==> config.mk <==
export PLATFORM = sky130hd
export DESIGN_NAME = rf_wb_arbiter
export DESIGN_NICKNAME = d
export VERILOG_FILES = /design/src/rtl/rf_wb_arbiter.sv
export SDC_FILE = /design/constraint.sdc
export NUM_CORES = 1
export LEC_CHECK = 0
export ABC_AREA = 1
export CORE_MARGIN = 2
export CORE_UTILIZATION = 49
export DETAILED_ROUTE_END_ITERATION = 12
export GPL_TIMING_DRIVEN = 0
export PLACE_DENSITY_LB_ADDON = 0.12
export SYNTH_ARGS = -nofsm -noshare
export SYNTH_HDL_FRONTEND = slang
export SYNTH_SLANG_ARGS = --single-unit
==> constraint.sdc <==
create_clock -name clk -period 2.3 [get_ports clk]
set_clock_uncertainty 0.15 [all_clocks]
set_input_delay 0.23 -clock clk [delete_from_list [all_inputs] [get_ports clk]]
set_output_delay 0.23 -clock clk [all_outputs]
set_load 0.01 [all_outputs]
==> src/rtl/rf_wb_arbiter.sv <==
// Register-file writeback arbiter: merges the ALU and load writeback streams onto
// the single regfile write port and tracks pending destination writes for decode.
module rf_wb_arbiter #(
  parameter int AW    = 5,
  parameter int DW    = 32,
  parameter int RR_EN = 1
) (
  input  logic          clk,
  input  logic          rst_n,
  input  logic          req0_valid,
  output logic          req0_ready,
  input  logic [AW-1:0] req0_wR,
  input  logic [DW-1:0] req0_wD,
  input  logic          req1_valid,
  output logic          req1_ready,
  input  logic [AW-1:0] req1_wR,
  input  logic [DW-1:0] req1_wD,
  output logic          we,
  output logic [AW-1:0] wR,
  output logic [DW-1:0] wD,
  input  logic          iss_valid,
  input  logic [AW-1:0] iss_wR,
  input  logic [AW-1:0] chk_rR1,
  input  logic [AW-1:0] chk_rR2,
  output logic          stall,
  output logic          busy
);
  localparam int NR = 1 << AW;

  logic          lastGrant;
  logic          grant0;
  logic          grant1;
  logic [NR-1:0] pend;
  logic [NR-1:0] pendNext;

  // Handshake: a transfer happens when valid & ready on the same rising edge; the
  // requester keeps valid/wR/wD stable until ready. Ready depends only on the
  // valids and lastGrant, so at most one requester is granted per cycle.
  always_comb begin
    grant0 = 1'b0;
    grant1 = 1'b0;
    if (req0_valid && req1_valid) begin
      if ((RR_EN != 0) && (lastGrant == 1'b0)) grant1 = 1'b1;
      else                                     grant0 = 1'b1;
    end else begin
      grant0 = req0_valid;
      grant1 = req1_valid;
    end
  end

  assign req0_ready = grant0;
  assign req1_ready = grant1;

  // Clear on the actual regfile write, then set from issue so a new producer of
  // the same register on the same edge keeps it pending.
  always_comb begin
    pendNext = pend;
    if (we) pendNext[wR] = 1'b0;
    if (iss_valid) pendNext[iss_wR] = 1'b1;
    pendNext[0] = 1'b0;
  end

  always_ff @(posedge clk or negedge rst_n) begin
    if (!rst_n) begin
      we        <= 1'b0;
      wR        <= '0;
      wD        <= '0;
      lastGrant <= 1'b1;
      pend      <= '0;
    end else begin
      pend <= pendNext;
      if (grant0) begin
        we        <= (req0_wR != '0);
        wR        <= req0_wR;
        wD        <= req0_wD;
        lastGrant <= 1'b0;
      end else if (grant1) begin
        we        <= (req1_wR != '0);
        wR        <= req1_wR;
        wD        <= req1_wD;
        lastGrant <= 1'b1;
      end else begin
        we <= 1'b0;
      end
    end
  end

  assign stall = pend[chk_rR1] | pend[chk_rR2];
  assign busy  = |pend;
endmodule

; ---- Word-level counts from Yosys, hierarchy flattened
; Index checks and enable logic that the tools add are counted.
[op_classes]
mux = 22
n_bitwise = 4
reduce_logical = 7
n_lt_le_gt_ge = 6
[ops]
columns = cell, n
row1 = 32-bit 2-to-1 mux, 4
row2 = 32-bit AND, 1
row3 = 32-bit NOT, 1
row4 = 32-bit OR, 1
row5 = 31-bit OR reduction, 1
row6 = "5-bit by 6-bit less-than comparator with 1-bit output, second input constant", 4
row7 = 1-bit 2-to-1 mux, 12
row8 = 1-bit binary-select mux with 5-bit select, 2
row9 = 1-bit demux with 5-bit select, 2
row10 = "5-bit by 1-bit greater-or-equal comparator with 1-bit output, second input constant", 2
row11 = 5-bit 2-to-1 mux, 2
row12 = 5-bit nonzero test, 2
row13 = 1-bit logical AND, 3
row14 = 2-bit nonzero test, 1
row15 = 1-bit OR, 1
[word_totals]
elab_cells = 44
out_inout_bits = 42
register_bits = 70
in_bits = 94

; ---- Logic depth before layout (Yosys ltp)
; Gate-level depths: netlist of run 1.
[logic_depth]
ltp_word = 9
ltp_mapped = 11
depth_no_buf = 9

; ---- Worst setup path before layout of run 1
; No wires, ideal clock.
[synth_path]
path_kind = flip-flop to output port
startpoint = register pend[19]
endpoint = output port busy
stages_incl_launch_ff = 4
arrival_time_ns = 1.058
path_buffers = 0
path_slack_ns = 0.862
required_time_ns = 1.920
path_cell_list = dfrtp_1 > nor4_1 > nand4_1 > or2_2
[synth_via]
elab_chain_len = 1
[synth_rtl]
columns = item, line
row1 = start: declaration, 33  ; logic [NR-1:0] pend;
row2 = start signal: assignment, 71  ; pend <= pendNext;
row3 = 31-bit OR reduction, 89  ; assign busy = |pend;
row4 = end: declaration, 26  ; output logic busy
; No other way between the ends.

; ---- Final worst setup path of run 1
[layout_path]
startpoint = register pend[23]
endpoint = output port busy
; The elaborated chain is that of the path after synthesis.

==> results of run 1 <==
area by class of cell:
class,instances,area share [%]
multi-input combinational,379,32.3
sequential,70,31.2
timing repair buffer,134,23.8
inverter,44,2.98
buffer,23,2.87
clock buffer,11,2.69
tap,102,2.27
clock inverter,5,1.85
routing by layer:
layer  wire, um  vias to the layer above  part of all wire, %
met3        847                       36                  6.9
met5          0                        -                    0
met1       4690                     2034                   38
li1           -                     2041                    -
met2       6390                      179                   52
met4        364                        0                  3.0
Yosys cell counts:
master                       n
sky130_fd_sc_hd__nand2_1   183
sky130_fd_sc_hd__nand3_1    76
sky130_fd_sc_hd__dfrtp_1    69
sky130_fd_sc_hd__o21ai_0    63
sky130_fd_sc_hd__inv_1      42
sky130_fd_sc_hd__o211ai_1   34
sky130_fd_sc_hd__buf_2      12
sky130_fd_sc_hd__nor4_1      8
sky130_fd_sc_hd__buf_4       7
sky130_fd_sc_hd__buf_6       4
sky130_fd_sc_hd__o221ai_1    4
sky130_fd_sc_hd__nand4_1     2
sky130_fd_sc_hd__nor2_1      2
sky130_fd_sc_hd__or2_2       2
sky130_fd_sc_hd__a21boi_2    1
sky130_fd_sc_hd__dfstp_2     1
sky130_fd_sc_hd__inv_2       1
sky130_fd_sc_hd__inv_4       1
sky130_fd_sc_hd__nor2_2      1
sky130_fd_sc_hd__nor2_4      1
sky130_fd_sc_hd__nor3_1      1
sky130_fd_sc_hd__o41ai_1     1
stage by stage:
stage / util [%] / setup TNS (ps) / cell area [um2] / hold WS (ps)
6_report: 73.1 / 0 / 5620 / 306
5_1_grt: 73.1 / 0 / 5620 / 321
4_1_cts: 72.8 / 0 / 5600 / 298
3_5_place_dp: 69.1 / -64.3 / 5310 / 249
3_3_place_gp: 69.1 / -99500 / 5320 / 331
2_1_floorplan: - / 0 / 3880 / -216
worst max path at each step:
stage	slack (ps)	to	from	cells after the start
floorplan	860	busy	pend[19]	3
global placement	-1440	wD[30]	rst_n	1
global route	20	busy	pend[9]	4
detailed placement	-40	stall	chk_rR2[2]	9
CTS	6	stall	chk_rR2[2]	9
finish	60	busy	pend[23]	5
critical path, stage by stage (launching register included):
cell	delay, ps
sky130_fd_sc_hd__dfrtp_2	440
sky130_fd_sc_hd__buf_4	150
sky130_fd_sc_hd__nor4_2	220
sky130_fd_sc_hd__nand4_1	100
sky130_fd_sc_hd__or2_2	310
sky130_fd_sc_hd__dlygate4sd2_1	280
state kept, by name (all words and copies together) (netlist names):
name       cells
pend          31
we             1
wD            32
lastGrant      1
wR             5
logic make-up (layout without fill, tap and decap cells):
logic type,count (synthesis),after routing,share of synthesized area (%)
simple gates,276,276,30.2
compound gates,103,103,16.1
flops,70,70,45.2
buf+inv,67,217,8.39
where the power goes:
part | internal [W] | switching [W]
clock | 0.000782 | 0.000490
combinational | 0.000605 | 0.000646
sequential | 0.00155 | 0.000336
total | 0.00294 | 0.00147
what timing repair did:
item | CTS | global route
hold endpoints to repair | 69 | 0
setup buffers | 1 | 1
pin swaps | 1 | 0
endpoints found under the setup margin | 3 | 1
gates resized for setup | 6 | 4
hold buffers | 1 | 0
==> flow_summary_export.csv, run 1 <==
group,metric,value,unit
status,outcome,"finished clean",
yosys,synth.avg_cell_area,7.51,um2
sta,worst_slew_margin_rel,42.1,%
detailed_routing,drt-pass1-iter-count,5,
yosys,synth_top_cell_area_share,44.5,%
placement,post-dp-hpwl,9350,um
pwr,leakagePower,2.48,nW
floorplan,dieHeight,92.9,um
worst_setup_path,worstSetupPathType,"register to output port",
finish,finalNetCount,755,
finish,area_of_the_multi_input_gates,1820,um2
pwr,total_design_power,0.00441,W
sta,rsz0062_at_grt,"false",
grt,globalRouteMet3Util,6.18,%
sta,worst_pin_slew,868,ps
detailed_routing,drt-vias-per-instance,5.59,
yosys,ys_top_cells_by_area,"sky130_fd_sc_hd__dfrtp_1 (45%), sky130_fd_sc_hd__nand2_1 (18%), sky130_fd_sc_hd__nand3_1 (9.8%)",
clock_tree,max_buffers_root_to_sink,2,
sta,final_min_period_over_clock_period,97.2,%
grt,pin_count_of_the_biggest_net_entering_global_routing,71,
grt,initial_antenna_violation_count,0,
clock_tree,clock-sinks,70,
worst_setup_path,crit_required,1920,ps
finish,antennaDiodeCount,0,
clock_tree,tritoncts.num_buffers,9,
grt,top_usage_layer,"met2",
floorplan,io_pins,136,
detailed_routing,post_drt_wl_per_cell,16.0,um
worst_setup_path,setup.worst_path.start_class,"register",
finish,stdcell_count,768,
worst_setup_path,worst-r2r-setup-slack,760,ps
floorplan,initial_cell_density_of_the_core,50.4,%
min_path,hold_path.class,"primary input to register",
floorplan,core_box_area,7690,um2
worst_setup_path,arrival_worst_endpoint,1860,ps
min_path,hold_depth,3,
min_path,hold_end,"wD[10]",
placement,gpl.final_weighted_congestion,0.875,
clock_tree,htree_num_levels,3,
clock_tree,worstSkewPairLatency,350,ps
placement,numPlacedInstances,749,
sta,finalCriticalPeriod,2240,ps
floorplan,floorplan.rows,32,
detailed_routing,post-route-drc-count,0,
sta,drv_slew,0,
yosys,syn_area,3880,um2
sta,hold_viol,0,
worst_setup_path,critical_path_fanouts_max,4,
grt,grt_util_all_layers,29.5,%
worst_setup_path,timing.rr.start,"lastGrant",
finish,fillCellCount,632,
finish,most_common_cell_after_layout_fill_and_taps_aside,"sky130_fd_sc_hd__nand2_1",
grt,gr-usage-met2,54.3,%
finish,mostFrequentLayoutCells,"sky130_fd_sc_hd__nand2_1 (183), sky130_fd_sc_hd__clkdlybuf4s50_1 (126), sky130_fd_sc_hd__nand3_1 (76)",
grt,first_global_vias,4305,
yosys,post_synth_num_cell_types,22,
min_path,hold_path_startpoint,"req0_wD[10]",
yosys,yosysTopAreaCell,"sky130_fd_sc_hd__dfrtp_1",
run,max-cap-violations,0,
pwr,pwr_density_cell,785,nW/um2
yosys,synth.yosys.seq_area_share,45.2,%
finish,flow.area_growth_from_synthesis,45.0,%
worst_setup_path,timing.rr.end,"wD[18]",
grt,grt_first_pass_wirelength,20300,um
finish,area.sequential,1750,um2
finish,final_layout_size_suffix_gt1_share,8.26,%
worst_setup_path,logic_depth_of_the_worst_register_to_register_path,6,
floorplan,dieArea,8640,um2
sta,fmax,447,MHz
yosys,netlist_instances,516,
worst_setup_path,endpoint_kind,"output port",
detailed_routing,antenna_violating_nets_post_route,0,
floorplan,die_width,92.9,um
detailed_routing,routed_wl,12300,um
clock_tree,clock_root_cell,"sky130_fd_sc_hd__clkbuf_8",
pwr,ir_drop,373,uV
placement,numPortBuffers,131,
yosys,post_synthesis_sequential_element_count,70,
placement,pre_cts_ws,-35.1,ps
grt,globalRoute.totalOverflow,0,
yosys,mappedNetlistNets,610,
clock_tree,tritoncts,"done",
sta,post-route-worst-setup-slack,64.8,ps
detailed_routing,dr_total_vias,4290,
clock_tree,worst_setup_hold_path_clk_slew,80,ps
grt,grtUsageMet1,32.8,%
sta,final-setup-viol-count,0,
yosys,yosysWarningCount,0,
detailed_routing,detail_route.iter0.violations,264,
(Power assumes the default switching activity.)
==> inputs of run 2 (changes only) <==
--- a/config.mk
+++ b/config.mk
@@ -9,7 +9,6 @@
 export CORE_MARGIN = 2
 export CORE_UTILIZATION = 49
 export DETAILED_ROUTE_END_ITERATION = 12
-export GPL_TIMING_DRIVEN = 0
 export PLACE_DENSITY_LB_ADDON = 0.12
 export SYNTH_ARGS = -nofsm -noshare
 export SYNTH_HDL_FRONTEND = slang
==> run 2 against run 1 <==
Effect of this change:
- combinational power hardly changed
- sequential share of layout area is essentially flat
- clock power fell by 7%
- die area did not move
- via count decreased by 1.9%
- worst setup slack improved by 56 ps
- global-route usage decreased by 0.94 points
- fmax rose by 2.6%
- sequential power about the same
- count of clock-buffer cells in the layout fell by 1
- critical path depth decreased by 1
- non-clock buffer count shrank 7
- critical endpoint unchanged
- highest routed layer unchanged
==> flow_summary_export.csv, run 2 (same netlist as run 1, synthesis figures left out) <==
group,metric,value,unit
min_path,hold_path.class,"primary input to asynchronous set/reset pin",
finish,mostFrequentLayoutCells,"sky130_fd_sc_hd__nand2_1 (183), sky130_fd_sc_hd__clkdlybuf4s50_1 (131), sky130_fd_sc_hd__nand3_1 (76)",
floorplan,initial_cell_density_of_the_core,50.4,%
placement,post-dp-hpwl,8990,um
placement,pre_cts_ws,-91.3,ps
sta,worst_pin_slew,533,ps
detailed_routing,routed_wl,11700,um
floorplan,floorplan.rows,32,
run,max-cap-violations,0,
status,outcome,"finished clean",
worst_setup_path,endpoint_kind,"output port",
grt,grt_first_pass_wirelength,19800,um
finish,flow.area_growth_from_synthesis,44.7,%
clock_tree,worstSkewPairLatency,340,ps
floorplan,dieHeight,92.9,um
worst_setup_path,timing.rr.start,"lastGrant",
sta,rsz0062_at_grt,"false",
worst_setup_path,crit_buf_inv,1,
floorplan,die_width,92.9,um
floorplan,core_box_area,7690,um2
finish,largest_register_ff_count,32,
finish,antennaDiodeCount,0,
grt,globalRoute.totalOverflow,0,
grt,grt_util_all_layers,28.6,%
clock_tree,clock_root_cell,"sky130_fd_sc_hd__clkbuf_8",
sta,worst_slew_margin_rel,64.4,%
worst_setup_path,path_cells,"nor4_1 > nand4_1 > or2_2 > dlygate4sd2_1",
finish,finalNetCount,748,
clock_tree,htree_num_levels,3,
worst_setup_path,critPathTopFamily,"simple AND/OR/NAND/NOR gates",
finish,fillCellCount,625,
finish,final_layout_size_suffix_gt1_share,6.22,%
pwr,leakagePower,2.44,nW
detailed_routing,drt-pass1-iter-count,5,
finish,most_common_cell_after_layout_fill_and_taps_aside,"sky130_fd_sc_hd__nand2_1",
clock_tree,worst_setup_hold_path_clk_slew,80,ps
pwr,ir_drop,620,uV
detailed_routing,detail_route.iter0.violations,262,
detailed_routing,post-route-drc-count,0,
worst_setup_path,crit_path_start,"pend[21]",
clock_tree,clock-sinks,70,
detailed_routing,dr_total_vias,4207,
worst_setup_path,critical_path_fanouts_max,4,
detailed_routing,post_drt_wl_per_cell,15.3,um
sta,final-setup-viol-count,0,
sta,finalCriticalPeriod,2180,ps
worst_setup_path,crit_path_top_delay_cell,"sky130_fd_sc_hd__dfrtp_1",
detailed_routing,antenna_violating_nets_post_route,0,
clock_tree,max_buffers_root_to_sink,2,
finish,reg.largest.list,"wD: 32 flops, pend: 31 flops, wR: 5 flops",
finish,final_design_area_excluding_fillers,5610,um2
worst_setup_path,worstSetupPathType,"register to output port",
grt,first_global_vias,4348,
placement,numPortBuffers,135,
worst_setup_path,setup.worst_path.start_class,"register",
sta,hold_viol,0,
grt,pin_count_of_the_biggest_net_entering_global_routing,53,
worst_setup_path,crit_required,1920,ps
placement,placed_area,5340,um2
sta,post-route-worst-setup-slack,121,ps
finish,largest-register,"wD",
worst_setup_path,cp_slowest_stage_delay,420,ps
sta,drv_slew,0,
floorplan,io_pins,136,
clock_tree,tritoncts.num_buffers,9,
grt,initial_antenna_violation_count,0,
sta,fmax,459,MHz
placement,gpl.final_weighted_congestion,0.926,
clock_tree,tritoncts,"done",
detailed_routing,drt-vias-per-instance,5.53,
sta,final_min_period_over_clock_period,94.8,%
pwr,pwr_density_cell,771,nW/um2
finish,stdcell_count,761,
placement,numPlacedInstances,743,
floorplan,dieArea,8640,um2
worst_setup_path,arrival_worst_endpoint,1800,ps
[run 2: cell types whose count changed in the layout (fill, tap and decap cells not counted), sizes merged]
cell / previous run / this run
dlymetal6s2s: 2 / 0
clkinvlp: 0 / 2
clkdlybuf4s50: 126 / 131
inv: 45 / 44
dlygate4sd2: 2 / 3
clkbuf: 11 / 10
buf: 26 / 15
[run 2: repair_timing]
| item | in CTS | in global routing |
|---|---|---|
| gates resized for setup | 8 | 0 |
| setup buffers | 1 | 0 |
| hold endpoints to repair | 19 | 0 |
| hold buffers | 1 | 0 |
| setup endpoints to repair | 2 | 0 |
[run 2: worst register-to-register path, stage by stage, from the launching register on]
cell	delay (ps)
sky130_fd_sc_hd__dfstp_2	520
sky130_fd_sc_hd__inv_1	60
sky130_fd_sc_hd__a21boi_4	180
sky130_fd_sc_hd__buf_4	460
sky130_fd_sc_hd__nand2_1	130
sky130_fd_sc_hd__o211ai_1	110
[run 2: path summary, 6_finish.rpt]
kind	endpoint	cells after the start	slack, ps
setup / recovery	busy	4	120
hold / removal	wD[9]	2	250
setup reg to reg	wD[3]	5	600
hold reg to reg	wD[23]	2	360
max in group asynchronous	pend[17]	3	1170
min in group clk	wD[23]	3	320
[run 2: metrics by stage]
stage                     total power, W  util (%)  hold slack, ps  TNS, ps
after CTS                        0.00431      73.0             251        0
final                            0.00432      73.0             249        0
after global placement           0.00306      69.4            83.6    -72.9
after detailed placement         0.00310      69.4            83.0    -91.3
after global routing             0.00460      73.0             315        0
after floorplan                  0.00248         -            -216        0
[run 2: final cells by class]
class	count	area [um2]	share of cell area (%)
sequential	70	1750	31.2
tap	102	128	2.27
multi-input combinational	379	1820	32.5
clock inverter	6	110	1.96
timing repair buffer	150	1500	26.7
clock buffer	10	128	2.27
inverter	44	173	3.08
[run 2: power by group]
group	total (W)	internal (W)	switching, W
Combinational	0.00125	0.000605	0.000642
Clock	0.00118	0.000719	0.000466
Sequential	0.00189	0.00155	0.000342
Total	0.00432	0.00287	0.00145
[run 2: routing by layer]
layer  up-vias  global-route usage (%)  wire length, um
met5         -                       0                0
met1      1968                    33.2             4520
met2       195                    50.8             6050
met3        25                    6.59              853
li1       2019                       -                -
met4         0                    11.4              258
